**config.mk**
```make
export PLATFORM = sky130hd
export DESIGN_NAME = reservation_station
export DESIGN_NICKNAME = d
export VERILOG_FILES = /design/src/rtl/reservation_station_pkg.sv /design/src/rtl/rs_pick_lowest.sv /design/src/rtl/reservation_station.sv
export SDC_FILE = /design/constraint.sdc
export NUM_CORES = 1
export LEC_CHECK = 0
export ABC_AREA = 0
export CAP_MARGIN = 20
export CORE_UTILIZATION = 46
export DETAILED_ROUTE_END_ITERATION = 10
export PLACE_DENSITY = 0.62
export SYNTH_ARGS = -nofsm -noshare
export SYNTH_HDL_FRONTEND = slang
export SYNTH_SLANG_ARGS = --single-unit
```
**constraint.sdc**
```tcl
create_clock -name clk -period 13.15 [get_ports clk]
set_clock_uncertainty 0.05 [all_clocks]
set_input_delay 1.9725 -clock clk [delete_from_list [all_inputs] [get_ports clk]]
set_output_delay 1.9725 -clock clk [all_outputs]
set_load 0.02 [all_outputs]
```
**src/rtl/reservation_station_pkg.sv**
```systemverilog
// Shared ROB id width, operand/entry record types and the all-operands-ready helper.
`ifndef ROB_QUEUE_BITS
`define ROB_QUEUE_BITS 4
`endif

package reservation_station_pkg;

  localparam int RQB      = `ROB_QUEUE_BITS;
  localparam int RS_N_OPS = 3;

  typedef struct packed {
    logic [15:0]    val;
    logic [RQB-1:0] tag;
    logic           rdy;
  } rs_op_t;

  typedef struct packed {
    logic                    vld;
    logic [RQB-1:0]          uid;
    rs_op_t [RS_N_OPS-1:0]   ops;
  } rs_entry_t;

  function automatic logic ops_ready(input rs_op_t [RS_N_OPS-1:0] ops);
    logic r;
    r = 1'b1;
    for (int j = 0; j < RS_N_OPS; j++) r = r & ops[j].rdy;
    return r;
  endfunction

endpackage

```
**src/rtl/rs_pick_lowest.sv**
```systemverilog
// Priority encoder: index of the lowest set request bit; combinational, no backpressure.
module rs_pick_lowest #(
  parameter int N  = 4,
  parameter int IW = (N > 1) ? $clog2(N) : 1
) (
  input  logic [N-1:0]  req_i,
  output logic          found_o,
  output logic [IW-1:0] idx_o
);

  always_comb begin
    found_o = |req_i;
    idx_o   = '0;
    for (int i = N - 1; i >= 0; i--) begin
      if (req_i[i]) idx_o = IW'(i);
    end
  end

endmodule

```
**src/rtl/reservation_station.sv**
```systemverilog
// Operand-waiting RS with CDB wakeup; dispatch/wakeup to issue is 2 cycles.
// Dispatch is refused while full; the FU always accepts, so issue never stalls.
module reservation_station
  import reservation_station_pkg::*;
#(
  parameter int RS_DEPTH = 4,
  parameter int N_OPS    = RS_N_OPS
) (
  input  logic                        clk,
  input  logic                        rst,
  input  logic                        flush,
  input  logic                        dispatch_valid,
  input  logic [RQB-1:0]              dispatch_uid,
  input  logic [N_OPS-1:0][15:0]      dispatch_params,
  input  logic [N_OPS-1:0][RQB-1:0]   dispatch_tags,
  input  logic [N_OPS-1:0]            dispatch_ready,
  output logic                        dispatch_full,
  input  logic                        cdb_valid,
  input  logic [RQB-1:0]              cdb_uid,
  input  logic [15:0]                 cdb_val,
  output logic                        has_outgoing,
  output logic [RQB-1:0]              out_uid,
  output logic [N_OPS-1:0][15:0]      out_params
);

  localparam int IW = $clog2(RS_DEPTH);

  rs_entry_t [RS_DEPTH-1:0] ent_q, ent_d;
  logic                     has_q, has_d;
  logic [RQB-1:0]           out_uid_q, out_uid_d;
  logic [N_OPS-1:0][15:0]   out_params_q, out_params_d;

  logic [RS_DEPTH-1:0] free_vec, elig_vec;
  logic                alloc_found, iss_found;
  logic [IW-1:0]       alloc_idx, iss_idx;

  // Eligibility looks only at registered ready bits: a CDB hit this cycle issues next cycle.
  always_comb begin
    for (int i = 0; i < RS_DEPTH; i++) begin
      free_vec[i] = !ent_q[i].vld;
      elig_vec[i] = ent_q[i].vld && ops_ready(ent_q[i].ops);
    end
  end

  rs_pick_lowest #(.N(RS_DEPTH), .IW(IW)) u_pick_free (
    .req_i   (free_vec),
    .found_o (alloc_found),
    .idx_o   (alloc_idx)
  );

  rs_pick_lowest #(.N(RS_DEPTH), .IW(IW)) u_pick_issue (
    .req_i   (elig_vec),
    .found_o (iss_found),
    .idx_o   (iss_idx)
  );

  assign dispatch_full = !alloc_found;

  always_comb begin
    logic hit;
    ent_d        = ent_q;
    has_d        = 1'b0;
    out_uid_d    = out_uid_q;
    out_params_d = out_params_q;
    hit          = 1'b0;

    if (cdb_valid) begin
      for (int i = 0; i < RS_DEPTH; i++) begin
        for (int j = 0; j < N_OPS; j++) begin
          if (ent_q[i].vld && !ent_q[i].ops[j].rdy && ent_q[i].ops[j].tag == cdb_uid) begin
            ent_d[i].ops[j].rdy = 1'b1;
            ent_d[i].ops[j].val = cdb_val;
          end
        end
      end
    end

    if (iss_found) begin
      has_d     = 1'b1;
      out_uid_d = ent_q[iss_idx].uid;
      for (int j = 0; j < N_OPS; j++) out_params_d[j] = ent_q[iss_idx].ops[j].val;
      ent_d[iss_idx].vld = 1'b0;
    end

    // The allocated slot is free and the issued one valid, so these never collide.
    if (dispatch_valid && alloc_found) begin
      ent_d[alloc_idx].vld = 1'b1;
      ent_d[alloc_idx].uid = dispatch_uid;
      for (int j = 0; j < N_OPS; j++) begin
        hit = cdb_valid && (dispatch_tags[j] == cdb_uid);
        ent_d[alloc_idx].ops[j].tag = dispatch_tags[j];
        ent_d[alloc_idx].ops[j].rdy = dispatch_ready[j] | hit;
        ent_d[alloc_idx].ops[j].val = (!dispatch_ready[j] && hit) ? cdb_val : dispatch_params[j];
      end
    end

    if (flush) begin
      for (int i = 0; i < RS_DEPTH; i++) ent_d[i].vld = 1'b0;
      has_d        = 1'b0;
      out_uid_d    = out_uid_q;
      out_params_d = out_params_q;
    end
  end

  always_ff @(posedge clk or posedge rst) begin
    if (rst) begin
      ent_q        <= '0;
      has_q        <= 1'b0;
      out_uid_q    <= '0;
      out_params_q <= '0;
    end else begin
      ent_q        <= ent_d;
      has_q        <= has_d;
      out_uid_q    <= out_uid_d;
      out_params_q <= out_params_d;
    end
  end

  assign has_outgoing = has_q;
  assign out_uid      = out_uid_q;
  assign out_params   = out_params_q;

endmodule

```
==> reports/qor.yml, run 1 <==
tightest_slew_ns: 1.118
startpoint_type: "primary input"
dp_hpwl_mm: 32.39
avgSynthCellArea_um2: 10.41
placed_cells: 2081
ctsResizeCount: 0
drc: 0
num_rows: 68
max_cap_violations: 0
synth_top_area_share_pct: 49.47
io_buffer_count: 145
worstPathMaxFanout: 53
clockBufferDepth: 3
internal_power_w: 0.002396
grt_usage_pct: 30.53
via_count: 13440
clk_pin_slew_worst_paths_ns: 0.06
grt_pass1_vias: 13620
fin_cells: 2151
utilization_pct: 55.61
wirelength_mm: 54.79
hold_violations: 0
finalInstanceArea_um2: 19400
min_period_ns: 5.193
numCtsBuffers: 37
rsz0062_at_grt: "false"
yosys_warnings: 0
syn_to_final_growth_pct: 18.00
synth-edff-count: 0
slew_violations: 0
syn_area_um2: 16440
sw_frac_of_total_pct: 29.90
rr_startpoint: "ent_q[135]"
end_kind: "flip-flop"
die_x_um: 191.1
syn_inst: 1580
seq_area_frac_synth_pct: 49.47
clock_sinks: 325
synth.distinct_cells: 45
status: "complete, no violations"
cp.arrival_ns: 5.56
synth-seq-cells: 325
power_density_nw_per_um2: 176.2
r2r-end: "out_params[23]"
postPlaceCellArea_um2: 18090
critPathLaunch: "cdb_uid[3]"
first_iter_violations: 1018
p_clk_share_pct: 32.3
clock.fmax_ghz: 0.1926
endpoint: "ent_q[102]"
ios: 146
root_buffer: "clkbuf_16"
grt_start_max_net_pins: 123
postCtsSetupBuffers: 0
grt_pass1_wl_mm: 84.01
fin_nets: 1758
synth_nets: 1672
grt_antenna_before_repair: 1
comb_power_share_pct: 25.4
die_area_um2: 36500
grt-ovfl-total: 0
clk_latency_ns: 0.54
die_height_um: 191.1
maxSlewHeadroom_pct: 25.46
required_ns: 13.52
viasPerCell: 6.248
min_period_over_period_pct: 39.49
cts.htree.levels: 2
cts_tree: "done"
fillers: 3098
async_flop_share_pct: 100.0
place_congestion: 0.8111
start_util_pct: 47.13
leakage_nw: 8.051
hp-class: "reg -> reg"
fp.coreArea_um2: 34880
synth_top_flop_cell: "dfrtp_1"
r2r_cells: 7
pwr-share-seq_pct: 42.3
irDropWorstVdd_v: 0.0001181
ctsHoldBuffers: 0
detail-route-antenna-nets: 0
drive_above_1_share_pct: 18.88
switching_power_w: 0.001022
worstSetupPathType: "in -> reg"
synth_area_leader_cell: "dfrtp_1"
whs_ns: 0.4232
drt-pass1-iter-count: 8
routedWlPerCell_um: 25.47
r2r_slack_ns: 9.92
netlist_top_cells_area: "dfrtp_1 49%, o221a_2 9.7%, o32a_1 6.1%"
setup-violations-final: 0
tns_ns: 0
-- logic make-up (layout without fill, tap and decap cells) --
logic type      Yosys count  count (layout)  synth area share, %
simple gates            606             606                17.85
compound gates          447             447                24.89
buf+inv                 142             257                4.604
other cells               0               1                    0
flops                   325             325                49.47
xor+xnor                 60              60                3.196
-- cell usage after synthesis, drive strengths merged, types with 2 or more instances --
library cell,count
dlygate4sd3,4
nor2b,5
nand3,13
o221a,144
and4,2
or2,49
nand4,3
inv,2
xnor2,36
o21ai,53
clkbuf,73
o21a,48
o41ai,11
o32a,100
and3b,2
buf,60
dfrtp,325
and2,38
a22oi,14
nor4,15
nand2b,67
nand2,254
dlygate4sd1,3
xor2,24
or2b,33
a31oi,47
nor2,120
a21oi,27
-- sequential cells by signal, indices dropped and copies added, names as in the netlist --
name          count
out_uid           4
out_params       48
ent_q           272
has_outgoing      1
-- how the worst min path moves through the flow --
stage | from | endpoint | depth (start not counted)
final | ent_q[200] | ent_q[200] | 2
after global placement | ent_q[134] | ent_q[134] | 2
after CTS | ent_q[268] | ent_q[268] | 2
after floorplan | ent_q[131] | ent_q[131] | 2
after detailed placement | ent_q[64] | ent_q[64] | 2
after global routing | ent_q[268] | ent_q[268] | 2
-- cell usage in the layout, fill, tap and decap left out, types with 14 or more instances in the layout --
| master | Yosys | layout |
|---|---|---|
| dfrtp_1 | 325 | 325 |
| nand2_1 | 254 | 254 |
| clkdlybuf4s50_1 | 0 | 144 |
| o221a_2 | 142 | 142 |
| nor2_1 | 120 | 119 |
| o32a_1 | 100 | 100 |
| nand2b_1 | 67 | 65 |
| o21ai_0 | 53 | 53 |
| o21a_1 | 48 | 48 |
| a31oi_1 | 47 | 46 |
| or2_2 | 46 | 46 |
| buf_4 | 17 | 41 |
| clkbuf_16 | 0 | 39 |
| and2_1 | 38 | 38 |
| xnor2_1 | 36 | 36 |
| or2b_1 | 33 | 33 |
| xor2_1 | 24 | 24 |
| a21oi_1 | 26 | 21 |
| a22oi_1 | 14 | 14 |
-- final cells by class --
class | count | area (um^2) | share of cell area (%)
timing repair buffer | 187 | 1765 | 9.100
inverter | 2 | 15.01 | 0.07739
tap | 455 | 569.3 | 2.935
sequential | 325 | 8133 | 41.92
multi-input combinational | 1113 | 7615 | 39.25
antenna | 1 | 2.502 | 0.01290
clock inverter | 10 | 162.7 | 0.8384
clock buffer | 58 | 1137 | 5.863
-- power by group through the flow --
stage	Clock, W	Sequential (W)	Combinational [W]
after CTS	0.00112	0.00145	0.000871
final	0.00110	0.00145	0.000868
after floorplan	0	0.00151	0.000463
after detailed placement	0	0.00146	0.000867
after global placement	0	0.00146	0.000851
after global routing	0.00116	0.00148	0.000940
-- routing by layer --
| metal | GRT usage [%] | vias to the layer above | wire [um] |
|---|---|---|---|
| met5 | 0 | - | 0 |
| met4 | 10.65 | 0 | 1701 |
| met3 | 5.728 | 108 | 4224 |
| met2 | 47.71 | 546 | 25110 |
| met1 | 42.37 | 6847 | 23740 |
| li1 | - | 5939 | - |
-- through the flow --
stage	setup WS, ns	total power, W
2_1_floorplan	2.129	0.001972
3_3_place_gp	7.408	0.002308
3_5_place_dp	7.443	0.002328
4_1_cts	7.984	0.003435
5_1_grt	7.729	0.003576
6_report	7.957	0.003418
-- worst max-delay path, cell delays in order --
cell and delay [ns]:
clkdlybuf4s50_1 0.89, xor2_1 0.35, nor4_1 0.33, and3b_2 0.97, a21oi_1 0.52, buf_4 0.33
o21a_1 0.17
Note: power is estimated with default switching activity, not from simulation.
==> run 2: changes to the inputs <==
Settings changed: PLACE_DENSITY 0.62 to 0.65.
Clock period 13.15 ns to 4.4 ns, I/O delays scaled along.
==> run 2 against run 1 <==
Routed wire length increased by 0.66%. Cell count is 0.79% higher. Critical path depth rose by 1. Sequential share of layout area down 0.20 points. Via count rose by 3.2%. Global-route usage up 0.20 points. Highest routed layer unchanged. Largest power group unchanged. First-iteration DRC count up 17%. Sequential power rose to 3.0 times the previous value. Combinational power grew to 3.0 times the previous value.
==> reports/qor.yml, run 2 (same netlist as run 1, synthesis figures left out) <==
setup_slack_ns: 1.497
required_ns: 4.75
clockBufferDepth: 3
worstPathMaxFanout: 16
fin_nets: 1780
ctsHoldBuffers: 0
min_period_ns: 2.903
hold_violations: 0
clock.fmax_ghz: 0.3445
drt-pass1-iter-count: 5
place_congestion: 0.8207
die_x_um: 191.1
cts_tree: "done"
detail-route-antenna-nets: 0
viasPerCell: 6.399
clk_latency_ns: 0.53
path_buf_inv: 3
hp-class: "reg -> reg"
grt-ovfl-total: 0
die_height_um: 191.1
layout_commonest_cell: "dfrtp_1"
io_buffer_count: 145
rsz0062_at_grt: "false"
tightest_slew_ns: 1.023
cts.htree.levels: 2
numCtsBuffers: 37
die_area_um2: 36500
cp_cell_sequence: "clkdlybuf4s50_1 -> buf_4 -> xor2_1 -> nor4_4 -> buf_4 -> nand2_1 -> nand2_1 -> o221a_2"
postCtsSetupBuffers: 0
fin_cells: 2168
clk_pin_slew_worst_paths_ns: 0.06
end_kind: "flip-flop"
grt_pass1_vias: 14100
fp.coreArea_um2: 34880
critical-path-slowest-cell: "clkdlybuf4s50_1"
drive_above_1_share_pct: 19.61
setup-violations-final: 0
leakage_nw: 8.136
num_rows: 68
post-place-ws_ns: 0.9938
status: "complete, no violations"
power_density_nw_per_um2: 515.4
largest_reg_flops: 272
placed_cells: 2104
diodes: 0
clock_sinks: 325
min_period_over_period_pct: 65.97
maxSlewHeadroom_pct: 31.77
grt_usage_pct: 30.73
routedWlPerCell_um: 25.44
ctsResizeCount: 0
grt_antenna_before_repair: 0
critPathMaxStageDelay_ns: 0.77
grt_start_max_net_pins: 89
via_count: 13870
grt_pass1_wl_mm: 85.57
worstSetupPathType: "in -> reg"
fillers: 3078
drc: 0
slew_violations: 0
regMostFlops: "ent_q"
crit_family: "buffers and inverters"
startpoint_type: "primary input"
start_util_pct: 47.13
root_buffer: "clkbuf_16"
wirelength_mm: 55.14
final_cell_mix: "325 x dfrtp_1, 254 x nand2_1, 144 x clkdlybuf4s50_1"
first_iter_violations: 1187
ios: 146
cp.arrival_ns: 3.26
max_cap_violations: 0
syn_to_final_growth_pct: 18.57
dp_hpwl_mm: 33.10
irDropWorstVdd_v: 0.0003295
-- run 2: cell count changes in the layout (fill, tap and decap cells not counted), moves of 3 or more --
cell / previous run / this run
buf_4: 41 / 60
a21oi_2: 6 / 1
clkinv_2: 2 / 5
bufinv_16: 4 / 1
a21oi_1: 21 / 26
buf_12: 0 / 4
clkbuf_1: 10 / 6
-- run 2: final cells by class --
| cell class | instances | area, um^2 | area share, % |
|---|---|---|---|
| tap | 455 | 569.3 | 2.920 |
| inverter | 2 | 11.26 | 0.05777 |
| sequential | 325 | 8133 | 41.72 |
| multi-input combinational | 1113 | 7594 | 38.95 |
| timing repair buffer | 209 | 1977 | 10.14 |
| clock buffer | 54 | 1122 | 5.757 |
| clock inverter | 10 | 87.58 | 0.4493 |
-- run 2: per-layer routing --
metal	vias to the layer above	routed length, um	global-route usage [%]
met5	-	0	0
met4	0	1558	10.41
met3	108	4522	4.994
met2	692	25180	47.78
met1	7094	23880	43.51
li1	5980	-	-
-- run 2: power breakdown --
group	switching (W)	total (W)	internal (W)
Clock	0.00126	0.00309	0.00183
Sequential	0.000544	0.00434	0.00380
Combinational	0.00126	0.00262	0.00136
Total	0.00306	0.0100	0.00699
-- run 2: worst register-to-register path: stages, from the launching register on --
cell and delay (ns):
dfrtp_1 0.50, and4_2 0.29, buf_4 0.60, nor2_1 0.33, buf_4 0.30, a22oi_1 0.18, o21ai_0 0.14, o32a_1 0.34
-- run 2: path summary, 6_finish.rpt --
check / cells past startpoint / startpoint / endpoint / slack [ns]
max in group asynchronous: 3 / rst / out_params[14] / 2.91
max: 8 / cdb_uid[0] / ent_q[252] / 1.50
max reg2reg: 7 / ent_q[135] / out_params[34] / 1.55
min: 2 / ent_q[134] / ent_q[134] / 0.42
min reg2reg: 2 / ent_q[134] / ent_q[134] / 0.42
min in group asynchronous: 2 / rst / ent_q[265] / 0.49
-- run 2: metrics by stage --
stage / instance area [um^2] / TNS [ns] / hold slack (ns) / total power (W) / utilization [%]
after floorplan: 16440 / -210.19 / 0.3874 / 0.005893 / -
after global placement: 18280 / 0 / 0.4024 / 0.006906 / 52.41
after detailed placement: 18280 / 0 / 0.4043 / 0.006990 / 52.41
after CTS: 19490 / 0 / 0.4187 / 0.01009 / 55.88
after global routing: 19490 / 0 / 0.4513 / 0.01051 / 55.88
final: 19490 / 0 / 0.4179 / 0.01005 / 55.88
